[src/rtl/bit_serializer_if.sv]
// Handshake and serial-output bundle for bit_serializer.
//   in_data    : word to serialize (WIDTH bits), sampled only on accept
//   in_valid   : upstream has a word
//   in_ready   : serializer can accept this cycle
//   x_out      : serial bit stream (idles at IDLE_BIT)
//   bit_strobe : one-cycle pulse in the first cycle of each new bit
//   busy       : high while a word is being shifted
//   frame_done : one-cycle pulse in the final clock of a word's last bit
// The master modport is the upstream word source and downstream observer.
// The slave modport is the serializer itself.
interface bit_serializer_if #(
  parameter int WIDTH = 8
);
  logic [WIDTH-1:0] in_data;
  logic             in_valid;
  logic             in_ready;
  logic             x_out;
  logic             bit_strobe;
  logic             busy;
  logic             frame_done;

  modport master (
    output in_data,
    output in_valid,
    input  in_ready,
    input  x_out,
    input  bit_strobe,
    input  busy,
    input  frame_done
  );

  modport slave (
    input  in_data,
    input  in_valid,
    output in_ready,
    output x_out,
    output bit_strobe,
    output busy,
    output frame_done
  );
endinterface

[src/rtl/bit_serializer.sv]
// Parallel-to-serial front end for the sequence-detector FSMs.
// Words arrive on a valid/ready handshake and are shifted out one bit every
// DIV clocks on x_out. Consecutive words are gapless when upstream offers the
// next word in the final cycle of the current one.
// Ports:
//   clk   : rising-edge clock
//   reset : asynchronous, active-high
//   bus   : bit_serializer_if.slave (in_data/in_valid/in_ready handshake,
//           x_out, bit_strobe, busy, frame_done outputs)
// All outputs except in_ready are registered. in_ready is decoded from the
// state and counters so a new word can be taken in the last cycle of a word.
module bit_serializer #(
  parameter int   WIDTH     = 8,
  parameter int   DIV       = 1,
  parameter bit   MSB_FIRST = 1'b1,
  parameter logic IDLE_BIT  = 1'b1
) (
  input  logic                clk,
  input  logic                reset,
  bit_serializer_if.slave     bus
);

  localparam int BCW = $clog2(WIDTH);
  localparam int DCW = $clog2(DIV + 1);
  localparam logic [BCW-1:0] LAST_BIT = BCW'(WIDTH - 1);
  localparam logic [DCW-1:0] LAST_DIV = DCW'(DIV - 1);

  typedef enum logic {
    IDLE,
    SHIFT
  } state_t;

  state_t           state_q, state_d;
  logic [WIDTH-1:0] sreg_q, sreg_d;
  logic [BCW-1:0]   bit_cnt_q, bit_cnt_d;
  logic [DCW-1:0]   div_cnt_q, div_cnt_d;
  logic             x_out_q, x_out_d;
  logic             bit_strobe_q, bit_strobe_d;
  logic             busy_q, busy_d;
  logic             frame_done_q, frame_done_d;

  logic             last_cycle;
  logic             accept;
  logic [WIDTH-1:0] shifted;

  // The final clock of a word is the only SHIFT cycle where a new word may be
  // taken; accepting here is what makes back-to-back words gapless.
  assign last_cycle   = (state_q == SHIFT) && (bit_cnt_q == LAST_BIT) &&
                        (div_cnt_q == LAST_DIV);
  assign bus.in_ready = (state_q == IDLE) || last_cycle;
  assign accept       = bus.in_valid && bus.in_ready;

  assign bus.x_out      = x_out_q;
  assign bus.bit_strobe = bit_strobe_q;
  assign bus.busy       = busy_q;
  assign bus.frame_done = frame_done_q;

  // Next-state logic. x_out_q always mirrors the output end of sreg_q while
  // shifting, so the next bit is taken from the already-shifted word.
  // busy and frame_done are precomputed from the next state so they can be
  // registered and still line up with the cycle they describe.
  always_comb begin
    state_d      = state_q;
    sreg_d       = sreg_q;
    bit_cnt_d    = bit_cnt_q;
    div_cnt_d    = div_cnt_q;
    x_out_d      = x_out_q;
    bit_strobe_d = 1'b0;
    shifted      = MSB_FIRST ? (sreg_q << 1) : (sreg_q >> 1);

    if (accept) begin
      state_d      = SHIFT;
      sreg_d       = bus.in_data;
      x_out_d      = MSB_FIRST ? bus.in_data[WIDTH-1] : bus.in_data[0];
      bit_cnt_d    = '0;
      div_cnt_d    = '0;
      bit_strobe_d = 1'b1;
    end else if (state_q == SHIFT) begin
      if (div_cnt_q == LAST_DIV) begin
        if (bit_cnt_q == LAST_BIT) begin
          state_d   = IDLE;
          sreg_d    = '0;
          x_out_d   = IDLE_BIT;
          bit_cnt_d = '0;
          div_cnt_d = '0;
        end else begin
          sreg_d       = shifted;
          x_out_d      = MSB_FIRST ? shifted[WIDTH-1] : shifted[0];
          bit_cnt_d    = bit_cnt_q + BCW'(1);
          div_cnt_d    = '0;
          bit_strobe_d = 1'b1;
        end
      end else begin
        div_cnt_d = div_cnt_q + DCW'(1);
      end
    end

    busy_d       = (state_d == SHIFT);
    frame_done_d = (state_d == SHIFT) && (bit_cnt_d == LAST_BIT) &&
                   (div_cnt_d == LAST_DIV);
  end

  // State and output registers. Reset drops any partial word immediately,
  // so no frame_done is ever produced for it.
  always_ff @(posedge clk or posedge reset) begin
    if (reset) begin
      state_q      <= IDLE;
      sreg_q       <= '0;
      bit_cnt_q    <= '0;
      div_cnt_q    <= '0;
      x_out_q      <= IDLE_BIT;
      bit_strobe_q <= 1'b0;
      busy_q       <= 1'b0;
      frame_done_q <= 1'b0;
    end else begin
      state_q      <= state_d;
      sreg_q       <= sreg_d;
      bit_cnt_q    <= bit_cnt_d;
      div_cnt_q    <= div_cnt_d;
      x_out_q      <= x_out_d;
      bit_strobe_q <= bit_strobe_d;
      busy_q       <= busy_d;
      frame_done_q <= frame_done_d;
    end
  end

endmodule
[src/flat_wrapper.sv]
// flat-port wrapper written by rule: the top's interface ports become plain ports
module bit_serializer_flat 
#(
  parameter int   WIDTH     = 8,
  parameter int   DIV       = 1,
  parameter bit   MSB_FIRST = 1'b1,
  parameter logic IDLE_BIT  = 1'b1
)
  (clk, reset, bus_in_data, bus_in_valid, bus_in_ready, bus_x_out, bus_bit_strobe, bus_busy, bus_frame_done);
  bit_serializer_if #(.WIDTH(WIDTH)) bus_i ();
  input  logic clk;
  input  logic reset;
  input wire logic [$bits(bus_i.in_data)-1:0] bus_in_data;
  input wire logic [$bits(bus_i.in_valid)-1:0] bus_in_valid;
  output wire logic [$bits(bus_i.in_ready)-1:0] bus_in_ready;
  output wire logic [$bits(bus_i.x_out)-1:0] bus_x_out;
  output wire logic [$bits(bus_i.bit_strobe)-1:0] bus_bit_strobe;
  output wire logic [$bits(bus_i.busy)-1:0] bus_busy;
  output wire logic [$bits(bus_i.frame_done)-1:0] bus_frame_done;
  assign bus_i.in_data = bus_in_data;
  assign bus_i.in_valid = bus_in_valid;
  assign bus_in_ready = bus_i.in_ready;
  assign bus_x_out = bus_i.x_out;
  assign bus_bit_strobe = bus_i.bit_strobe;
  assign bus_busy = bus_i.busy;
  assign bus_frame_done = bus_i.frame_done;
  bit_serializer #(.WIDTH(WIDTH), .DIV(DIV), .MSB_FIRST(MSB_FIRST), .IDLE_BIT(IDLE_BIT)) u_core (.clk(clk), .reset(reset), .bus(bus_i));
endmodule
[config.mk]
export PLATFORM = sky130hd
export DESIGN_NAME = bit_serializer_flat
export DESIGN_NICKNAME = d
export VERILOG_FILES = /design/src/rtl/bit_serializer_if.sv /design/src/rtl/bit_serializer.sv /design/src/flat_wrapper.sv
export SDC_FILE = /design/constraint.sdc
export NUM_CORES = 1
export LEC_CHECK = 0
export CAP_MARGIN = 15
export CORE_UTILIZATION = 52
export DETAILED_ROUTE_END_ITERATION = 8
export PLACE_DENSITY = 0.81
export SYNTH_ARGS = -nofsm -noshare
export SYNTH_HDL_FRONTEND = slang
export SYNTH_SLANG_ARGS = --single-unit
[constraint.sdc]
create_clock -name clk -period 3 [get_ports clk]
set_clock_uncertainty 0.2 [all_clocks]
set_input_delay 0.3 -clock clk [delete_from_list [all_inputs] [get_ports clk]]
set_output_delay 0.3 -clock clk [all_outputs]
set_load 0.02 [all_outputs]
Word-level counts from Yosys, hierarchy flattened. Cells that the tools add are included.

Flip-flop bits (word level): 15. Input port bits: 11. Output and inout port bits: 5. Word-level logic and storage cells: 45.

Add/subtract/negate cells: 2. Equality and inequality tests: 3. Multiplexer cells: 22. Bitwise operators: 3. Reduce and logical (&&, ||, !) cells: 8.

Operator list (count): two-way mux 7 bit (4); two-way mux 1 bit (14); two-way mux 3 bit (4); equality test 3 bit (second input constant) (2); logical AND 1 bit (5); adder 3 x 1 -> 3 bit (second input constant) (1); NOT 1 bit (3); inequality test 2 bit (second input constant) (1); AND reduction 2 bit (1); nonzero test 2 bit (1); adder 1 bit (second input constant) (1); logical OR 1 bit (1).

Logic depth before layout (Yosys ltp).
Depth in word-level cells: 9. Depth in mapped cells: 7. Mapped depth without buffers: 6.

Least setup slack after synthesis. No wires, ideal clock.

Path type: reg2reg. Start point: register u_core.bit_cnt_q[0]. End point: register u_core.sreg_q[0]. Library setup time: 0.121 ns. Data arrival time: 1.499 ns. Data required time: 2.679 ns. Path slack: 1.180 ns. Stages on the path, launching flop included: 7. Buffers on the path: 1. Clock period less this slack: 1.820 ns. Cell sequence: dfrtp_1 > ha_1 > ha_1 > nor2b_1 > o21a_1 > buf_2 > a22o_1.

Cells in the longest elaborated chain, start to end: 7. Elaborated cells between the ends (all ways): 9. Classes of those cells: eq/ne: 2; mux: 1; reduce/logical: 6.

Ends and longest elaborated chain: start: declaration (RTL line bit_serializer.sv:35) `logic [BCW-1:0] bit_cnt_q, bit_cnt_d;`; start signal: assignment (RTL line bit_serializer.sv:118) `bit_cnt_q <= bit_cnt_d;`; equality test 3 bit * (RTL line bit_serializer.sv:48) `assign last_cycle = (state_q == SHIFT) && (bit_cnt_q == LAST_BIT) &&`; logical AND 1 bit * (2 in a row) (RTL line bit_serializer.sv:48); logical OR 1 bit * (RTL line bit_serializer.sv:50) `assign bus.in_ready = (state_q == IDLE) || last_cycle;`; logical AND 1 bit * (RTL line bit_serializer.sv:51) `assign accept = bus.in_valid && bus.in_ready;`; inequality test 2 bit (no line) / nonzero test 2 bit (equally long branches); AND reduction 2 bit (no line); end signal: assignment (RTL line bit_serializer.sv:117) `sreg_q <= sreg_d;`; end: declaration (RTL line bit_serializer.sv:34) `logic [WIDTH-1:0] sreg_q, sreg_d;`.

Every way passes the cells marked *; elsewhere a longest branch is shown, timed or not. A chain may end at the register's enable or synchronous reset.

Worst setup path in the final report.
Start point: register u_core.bit_cnt_q[0]. End point: output bus_in_ready.

Cells in the longest elaborated chain, start to end: 4.

Ends and longest elaborated chain: equality test 3 bit (RTL line bit_serializer.sv:48); logical AND 1 bit (2 in a row) (RTL line bit_serializer.sv:48); logical OR 1 bit (RTL line bit_serializer.sv:50); end: declaration (RTL line flat_wrapper.sv:15) `output wire logic [$bits(bus_i.in_ready)-1:0] bus_in_ready;`.

Every way passes these cells.

==> summary.txt <==
Synthesis
  – Number of synthesized register bits: 15
  – Synthesized Nets: 93
  – Async SR Flop Fraction: 100.0%
  – Post-synth EDFFs: 0
  – Top post-synthesis cells by area: dfrtp_1 46%, a21oi_1 9.3%, nand3b_1 6.0%
  – Share of the synthesized area in the top cell type: 46.36%
  – Yosys cell types: 26
  – Synth Flop Type: dfrtp_1
  – Commonest cells in the netlist: 14 x a21oi_1, 14 x dfrtp_1, 7 x nor2_1
  – Syn. warnings: 0
  – Post-Syn Area: 755.7 um2
  – Cells after synthesis: 79
  – Post-synth top area cell: dfrtp_1
  – Mean Syn Cell Area: 9.566 um2
  – Post-synthesis sequential area ratio: 49.83%

Worst setup path
  – Crit end category: output pin
  – Crit-path max FO: 4
  – Worst path most repeated cell: ha_1
  – CP Depth: 5
  – CP max stage cell: clkdlybuf4s50_1
  – Arrival time worst endpoint: 2.00 ns
  – CP Launch Type: flop
  – Crit Path Class: reg -> out
  – Bufs and invs on worst path: 2
  – R2R depth: 6
  – Crit path largest cell delay: 0.64 ns
  – Slack of the worst reg-to-reg path: 0.99 ns
  – Cell Chain, Critical Path: ha_1 -> ha_1 -> inv_1 -> o21ai_0 -> clkdlybuf4s50_1
  – Worst Path Required: 2.50 ns
  – Top delay family on crit path: buffers and inverters

Detailed routing
  – ANT nets after route: 0
  – TritonRoute pass-1 iters: 4
  – Drt drc: 0
  – Mean routed wirelength per cell: 13.37 um
  – Detailed-route via count: 630
  – First-iteration detailed-routing DRC count: 24
  – Final WL: 1.484 mm
  – DR vias/cell: 5.676

Floorplan
  – IO Pins: 16
  – Rows: 13
  – DIE WIDTH: 40.12 um
  – Initial core utilization: 56.66%
  – Chip height: 40.12 um
  – Core area: 0.001334 mm2
  – Die area: 0.001610 mm2

Place
  – GPL Wtd Cong: 0.8290
  – DP Wirelength: 1.077 mm
  – Port bufs: 15

Clocking
  – Clock tree sinks: 15
  – CTS tree: done
  – Post CTS Setup Buffer Count: 0
  – Skew-Pair Late Insertion Delay: 0.28 ns
  – Post-cts resize count: 0
  – Clk slew on worst S/H paths: 0.09 ns
  – Hold-fix buffers, CTS: 0
  – CTS Buffer Depth: 2
  – Clock tree root driver cell: clkbuf_4
  – CTS Buf Count: 3
  – # H-tree levels: 1

Global route
  – Global route total overflow: 0
  – Initial antenna violation count: 0
  – Vias in the first global route: 550
  – Tot GR Track Use: 22.81%
  – Largest net degree at the start of global routing: 16
  – First-pass GRT wire length: 2.380 mm

Flow run
  – Total of max-cap violations: 0

Status
  – Status: completed

STA
  – Final Max Slew Viols: 0
  – Fmax: 0.4006 GHz
  – Crit share post-route: 83.21%
  – Post-route minimum period: 2.496 ns
  – Worst slew margin: 62.17%
  – Unrepaired setup endpoints after global routing: false
  – Least-Margin Pin Slew: 0.5668 ns
  – # setup viols final: 0
  – Total negative setup slack: 0 ns
  – Hold Fails Final Rpt: 0

Final layout
  – Share of layout cells above drive strength 1: 8.333%
  – Net count reported at finish: 111
  – Synth-to-layout area growth: 24.17%
  – Antenna cells: 0

Power and ir drop
  – Design Power: 0.8566 mW
  – Leakage: 0.4009 nW
  – Maximum vdd drop: 493.7 uV
  – PD cells: 912.8 mW/mm2

Hold path
  – Hold Crit Class: in -> async
[report_power, final]
group          total (mW)  internal, mW  switching (mW)
sequential          0.340         0.287          0.0535
clock               0.113        0.0516          0.0618
combinational       0.403         0.187           0.216
total               0.857         0.526           0.331
[final timing paths]
path,start,to
worst max-delay path,u_core.bit_cnt_q[0],bus_in_ready
worst min-delay path,reset,u_core.sreg_q[6]
worst max register to register,u_core.bit_cnt_q[0],u_core.bus.frame_done
worst min register to register,u_core.bus.x_out,u_core.bus.x_out
max in group asynchronous,reset,u_core.bus.x_out
min in group clk,u_core.bus.x_out,u_core.bus.x_out
[sequential cells by signal, indices dropped and copies added (netlist names)]
name,count
u_core.bus.bit_strobe,1
u_core.bus.frame_done,1
u_core.bus.x_out,1
u_core.div_cnt_q,1
u_core.bit_cnt_q,3
u_core.state_q,1
u_core.sreg_q,7
[final cells by class]
type / count / area [um2]
Fill cell: 101 / 395.4
Sequential cell: 15 / 376.6
Multi-Input combinational cell: 57 / 347.8
Timing Repair Buffer: 15 / 150.1
Clock buffer: 4 / 26.28
Inverter: 5 / 18.77
Tap cell: 15 / 18.77
[stage by stage]
stage | worst slack, ns | hold WS [ns] | util, % | cell area (um2) | std cells
floorplan | 1.180 | 0.0007637 | - | 755.7 | 79
global placement | 0.8775 | 0.2490 | 68.39 | 912.1 | 107
detailed placement | 0.8150 | 0.2636 | 68.39 | 912.1 | 107
CTS | 0.5044 | 0.1897 | 70.36 | 938.4 | 111
global route | 0.3633 | 0.2330 | 70.36 | 938.4 | 111
finish | 0.5037 | 0.1716 | 70.36 | 938.4 | 111
[cell families (layout without fill, tap and decap cells)]
family	after synthesis	after routing	synth area share, %
AO/OA/AOI/OAI	27	27	21.69
adder cells (fa/ha/maj)	3	3	4.967
buffers and inverters	7	24	4.138
flip-flops	15	15	49.84
multiplexers	1	1	1.325
AND/OR/NAND/NOR	26	26	18.05
[metal layers]
layer  share of wire, %  track usage [%]
met4                  0            7.759
met1                 47            33.10
met2                 49            33.06
met3                3.9            5.000
met5                  0                0
[cells in the final DEF (no fill, tap or decap), drive strengths merged, types with 2 or more instances in the layout]
cell and instances:
a21oi 15, clkbuf 4, clkdlybuf4s50 15, dfrtp 14
ha 3, inv 5, nand2 4, nand3 3
nand3b 6, nor2 7, nor2b 2, nor3 2
o21ai 7
(Power assumes the default switching activity.)
==> RTL change 1, RTL diff (same settings) <==
`WIDTH` is set to 8 in 3 places; all go to 32.
--- a/src/rtl/bit_serializer_if.sv
+++ b/src/rtl/bit_serializer_if.sv
@@ -11,3 +11,3 @@
 interface bit_serializer_if #(
-  parameter int WIDTH = 8
+  parameter int WIDTH = 32
 );
--- a/src/rtl/bit_serializer.sv
+++ b/src/rtl/bit_serializer.sv
@@ -12,3 +12,3 @@
 module bit_serializer #(
-  parameter int   WIDTH     = 8,
+  parameter int   WIDTH     = 32,
   parameter int   DIV       = 1,
--- a/src/flat_wrapper.sv
+++ b/src/flat_wrapper.sv
@@ -3,3 +3,3 @@
 #(
-  parameter int   WIDTH     = 8,
+  parameter int   WIDTH     = 32,
   parameter int   DIV       = 1,
Ports: changed (resized bus_in_data); port bits go from 16 to 40. No check against the original RTL was run, so the function may have changed too.
==> RTL change 1 against the unedited design <==
Core utilization fell by 3.2 points. Power rose by 140%. Worst setup slack got worse by 0.023 ns. Design area rose to 2.9 times the old value. Synthesized area rose to 3.0 times the old value. Hold slack improved by 0.057 ns. Register-to-register slack got worse by 0.51 ns. Sequential cell count rose by 26. Wire length rose to 3.1 times the old value.
==> RTL change 1: results <==
set metrics [dict create \
    met2_usage 0.374 \
    clockBufferCount 6 \
    vias_per_cell 5.50 \
    worst-endpoint-arrival_ns 2.53 \
    cts-buffers-inserted 5 \
    grt_first_pass_wirelength_um 7630 \
    track_usage 0.225 \
    detailroute.via_count 1745 \
    preCtsSetupSlack_ns 0.425 \
    drive_above_1_share 0.135 \
    route.detailed.wl_per_inst_um 14.3 \
    switching_power_mw 0.640 \
    number_of_multi_input_combinational_cells 169 \
    grt.met3_usage 0.0422 \
    peakVddDrop_v 0.000527 \
    sequentialPower_mw 0.904 \
    seq_area_frac_synth 0.457 \
    p_leak_nw 1.17 \
    syn_area_per_cell_um2 9.61 \
    postSynthCellCount 234 \
    gr-usage-met1 0.293 \
    synth_top_cells_by_area "sky130_fd_sc_hd__dfrtp_1 (44%), sky130_fd_sc_hd__nand3b_1 (10%), sky130_fd_sc_hd__a31oi_1 (5.6%), sky130_fd_sc_hd__a31oi_2 (5.6%), sky130_fd_sc_hd__nand2_1 (5.5%)" \
    largest_net_degree_at_the_start_of_global_routing 61 \
    synth.mux.area_fraction 0.00445 \
    ys_seq_elements 41 \
    fin_hold_ws_ns 0.229 \
    reg.largest.list "u_core.sreg_q: 31 flops, u_core.bit_cnt_q: 5 flops" \
    final-nonclk-buf-share 0.161 \
    io_buffer_count 39 \
    num-nonclk-buffers 44 \
    synthAdderAreaFrac 0.0167 \
    layout-area-overhead-vs-synth_pct 22.0 \
    synthTopCellsByCount "sky130_fd_sc_hd__dfrtp_1 (40), sky130_fd_sc_hd__nand2_1 (33), sky130_fd_sc_hd__nor2_1 (33)" \
    place_area_um2 2620 \
    status "finished, final reports clean" \
    final_min_period_ns 2.52 \
    detailroute.wirelength.met2_um 2170 \
]
==> RTL change 1: worst max-delay path, cell delays in order, from the launching register on <==
cell and delay, ns:
sky130_fd_sc_hd__dfrtp_1 0.45, sky130_fd_sc_hd__ha_1 0.25, sky130_fd_sc_hd__and3_1 0.17, sky130_fd_sc_hd__ha_1 0.26
sky130_fd_sc_hd__nor2b_4 0.17, sky130_fd_sc_hd__o21ai_4 0.40, sky130_fd_sc_hd__buf_4 0.26, sky130_fd_sc_hd__nand3b_1 0.10
sky130_fd_sc_hd__a31oi_1 0.18
==> RTL change 1: final timing paths <==
| path | from | to | depth (start not counted) |
|---|---|---|---|
| min reg2reg | u_core.bus.x_out | u_core.bus.x_out | 2 |
| min in group clk | u_core.bus.x_out | u_core.bus.x_out | 2 |
| max reg2reg | u_core.bit_cnt_q[0] | u_core.sreg_q[5] | 8 |
| max | u_core.bit_cnt_q[0] | u_core.sreg_q[5] | 8 |
| min | reset | u_core.sreg_q[14] | 3 |
| max in group asynchronous | reset | u_core.bus.x_out | 3 |
==> RTL change 2, RTL diff (config.mk and constraints unchanged) <==
Without the edit above. Make the reset (`reset`) synchronous in one clocked block. Comments in the files are not updated.
--- a/src/rtl/bit_serializer.sv
+++ b/src/rtl/bit_serializer.sv
@@ -104,3 +104,3 @@
   // so no frame_done is ever produced for it.
-  always_ff @(posedge clk or posedge reset) begin
+  always_ff @(posedge clk) begin
     if (reset) begin
Check against the original RTL: differs if reset is asserted again (counterexample within 4 cycles, from zero or initial values and one cycle with reset high); with reset held inactive, the same outputs for 10 cycles.
==> RTL change 2 against the unedited design <==
Cell count shrank 2.7%. Sequential cell count is the same. Register-to-register slack gained 0.02 ns. Count of clock-buffer cells in the layout is the same. Wire length grew 0.94%. Global-route usage grew 0.36 points. Synthesized area shrank 1.5%. Worst setup slack gained 0.14 ns. Sequential share of layout area shrank 7.9 points. Design area shrank 0.80%. Non-clock buffer count is the same.
Power is not compared: it rests on default switching activity, and its combinational part moved more than twofold at a synthesized area within 25%.
==> RTL change 2: results <==
set metrics [dict create \
    synth_top_cells_by_area "sky130_fd_sc_hd__dfxtp_1 (40%), sky130_fd_sc_hd__a211oi_2 (6.7%), sky130_fd_sc_hd__a21oi_1 (6.7%), sky130_fd_sc_hd__nand3b_1 (6.1%), sky130_fd_sc_hd__nor2_1 (5.5%)" \
    synth_nets 90 \
    fill_cell_instance_count_of_the_final_layout 112 \
    worst-slew-pin-transition_ns 0.638 \
    startpoint "u_core.bit_cnt_q[0]" \
    synth_cell_type_count 27 \
    r2r_setup_slack_ns 1.01 \
    seq_area_frac_synth 0.403 \
    globalplace.congestion 0.741 \
    worst_hold_path_type "flop to flop" \
    status "finished, final reports clean" \
    clkLatencyLatePin_ns 0.28 \
    cts_buffer_depth 2 \
    worstReg2RegEnd "u_core.bus.frame_done" \
    cell_depth_of_the_worst_flop_to_flop_path 6 \
    post-dp-hpwl_um 1070 \
    worst-endpoint-arrival_ns 1.86 \
    drive_above_1_share 0.151 \
    route.detailed.wl_per_inst_um 13.9 \
    gr-usage-met1 0.300 \
    track_usage 0.232 \
    grt_pass1_vias 514 \
    met2_usage 0.336 \
    vias_per_cell 5.70 \
    grt.met3_usage 0.0739 \
    synthTopCellsByCount "sky130_fd_sc_hd__dfxtp_1 (15), sky130_fd_sc_hd__nor2_1 (11), sky130_fd_sc_hd__a21oi_1 (10)" \
    synth_async_sr_flop_share 0 \
    grt_first_pass_wirelength_um 2340 \
    initialDrtViolationCount 12 \
    clockNetworkPower_mw 0.116 \
    synthFlopType "sky130_fd_sc_hd__dfxtp_1" \
]
## RTL change 2: cell count changes in the layout (fill, tap and decap cells not counted), sizes merged, moves of 2 or more
cell and delta:
a211oi +6, a21oi -4, dfrtp -14, dfxtp +15, inv -4, nand2 -2
nand3 -3, nor2 +4, nor2b -2, o21ai -5
## RTL change 2: stage by stage
step | hold WS (ns) | cell area (µm²) | setup slack, ns | std cells
finish | 0.293 | 931 | 0.644 | 108
CTS | 0.291 | 931 | 0.629 | 108
detailed placement | 0.272 | 905 | 0.949 | 104
floorplan | 0.171 | 744 | 1.19 | 76
global placement | 0.265 | 905 | 1.00 | 104
global route | 0.295 | 931 | 0.522 | 108
## RTL change 2: cell families (layout without fill, tap and decap cells)
kind of cell | Yosys count | count (layout) | share of synthesized area
AND/OR/NAND/NOR | 27 | 27 | 0.215
AO/OA/AOI/OAI | 26 | 26 | 0.287
flip-flops | 15 | 15 | 0.403
adder cells (fa/ha/maj) | 3 | 3 | 0.0504
buffers and inverters | 3 | 20 | 0.0168
multiplexers | 2 | 2 | 0.0269
## RTL change 2: area by class of cell
cell class                      instances  area share
Clock buffer                            4      0.0282
Inverter                                1     0.00403
Multi-Input combinational cell         58       0.464
Sequential cell                        15       0.323
Tap cell                               15      0.0202
Timing Repair Buffer                   15       0.161
## RTL change 2: worst max-delay path: stages, from the launching register on
cell and delay, ns:
sky130_fd_sc_hd__dfxtp_1 0.39, sky130_fd_sc_hd__ha_1 0.20, sky130_fd_sc_hd__ha_1 0.24, sky130_fd_sc_hd__nand2b_4 0.09, sky130_fd_sc_hd__nand2_1 0.07, sky130_fd_sc_hd__clkdlybuf4s50_1 0.59
## RTL change 2: routing by layer
metal | share of wire | routed length (µm)
met1 | 0.46 | 689
met4 | 0 | 0
met5 | 0 | 0
met3 | 0.049 | 74
met2 | 0.49 | 734
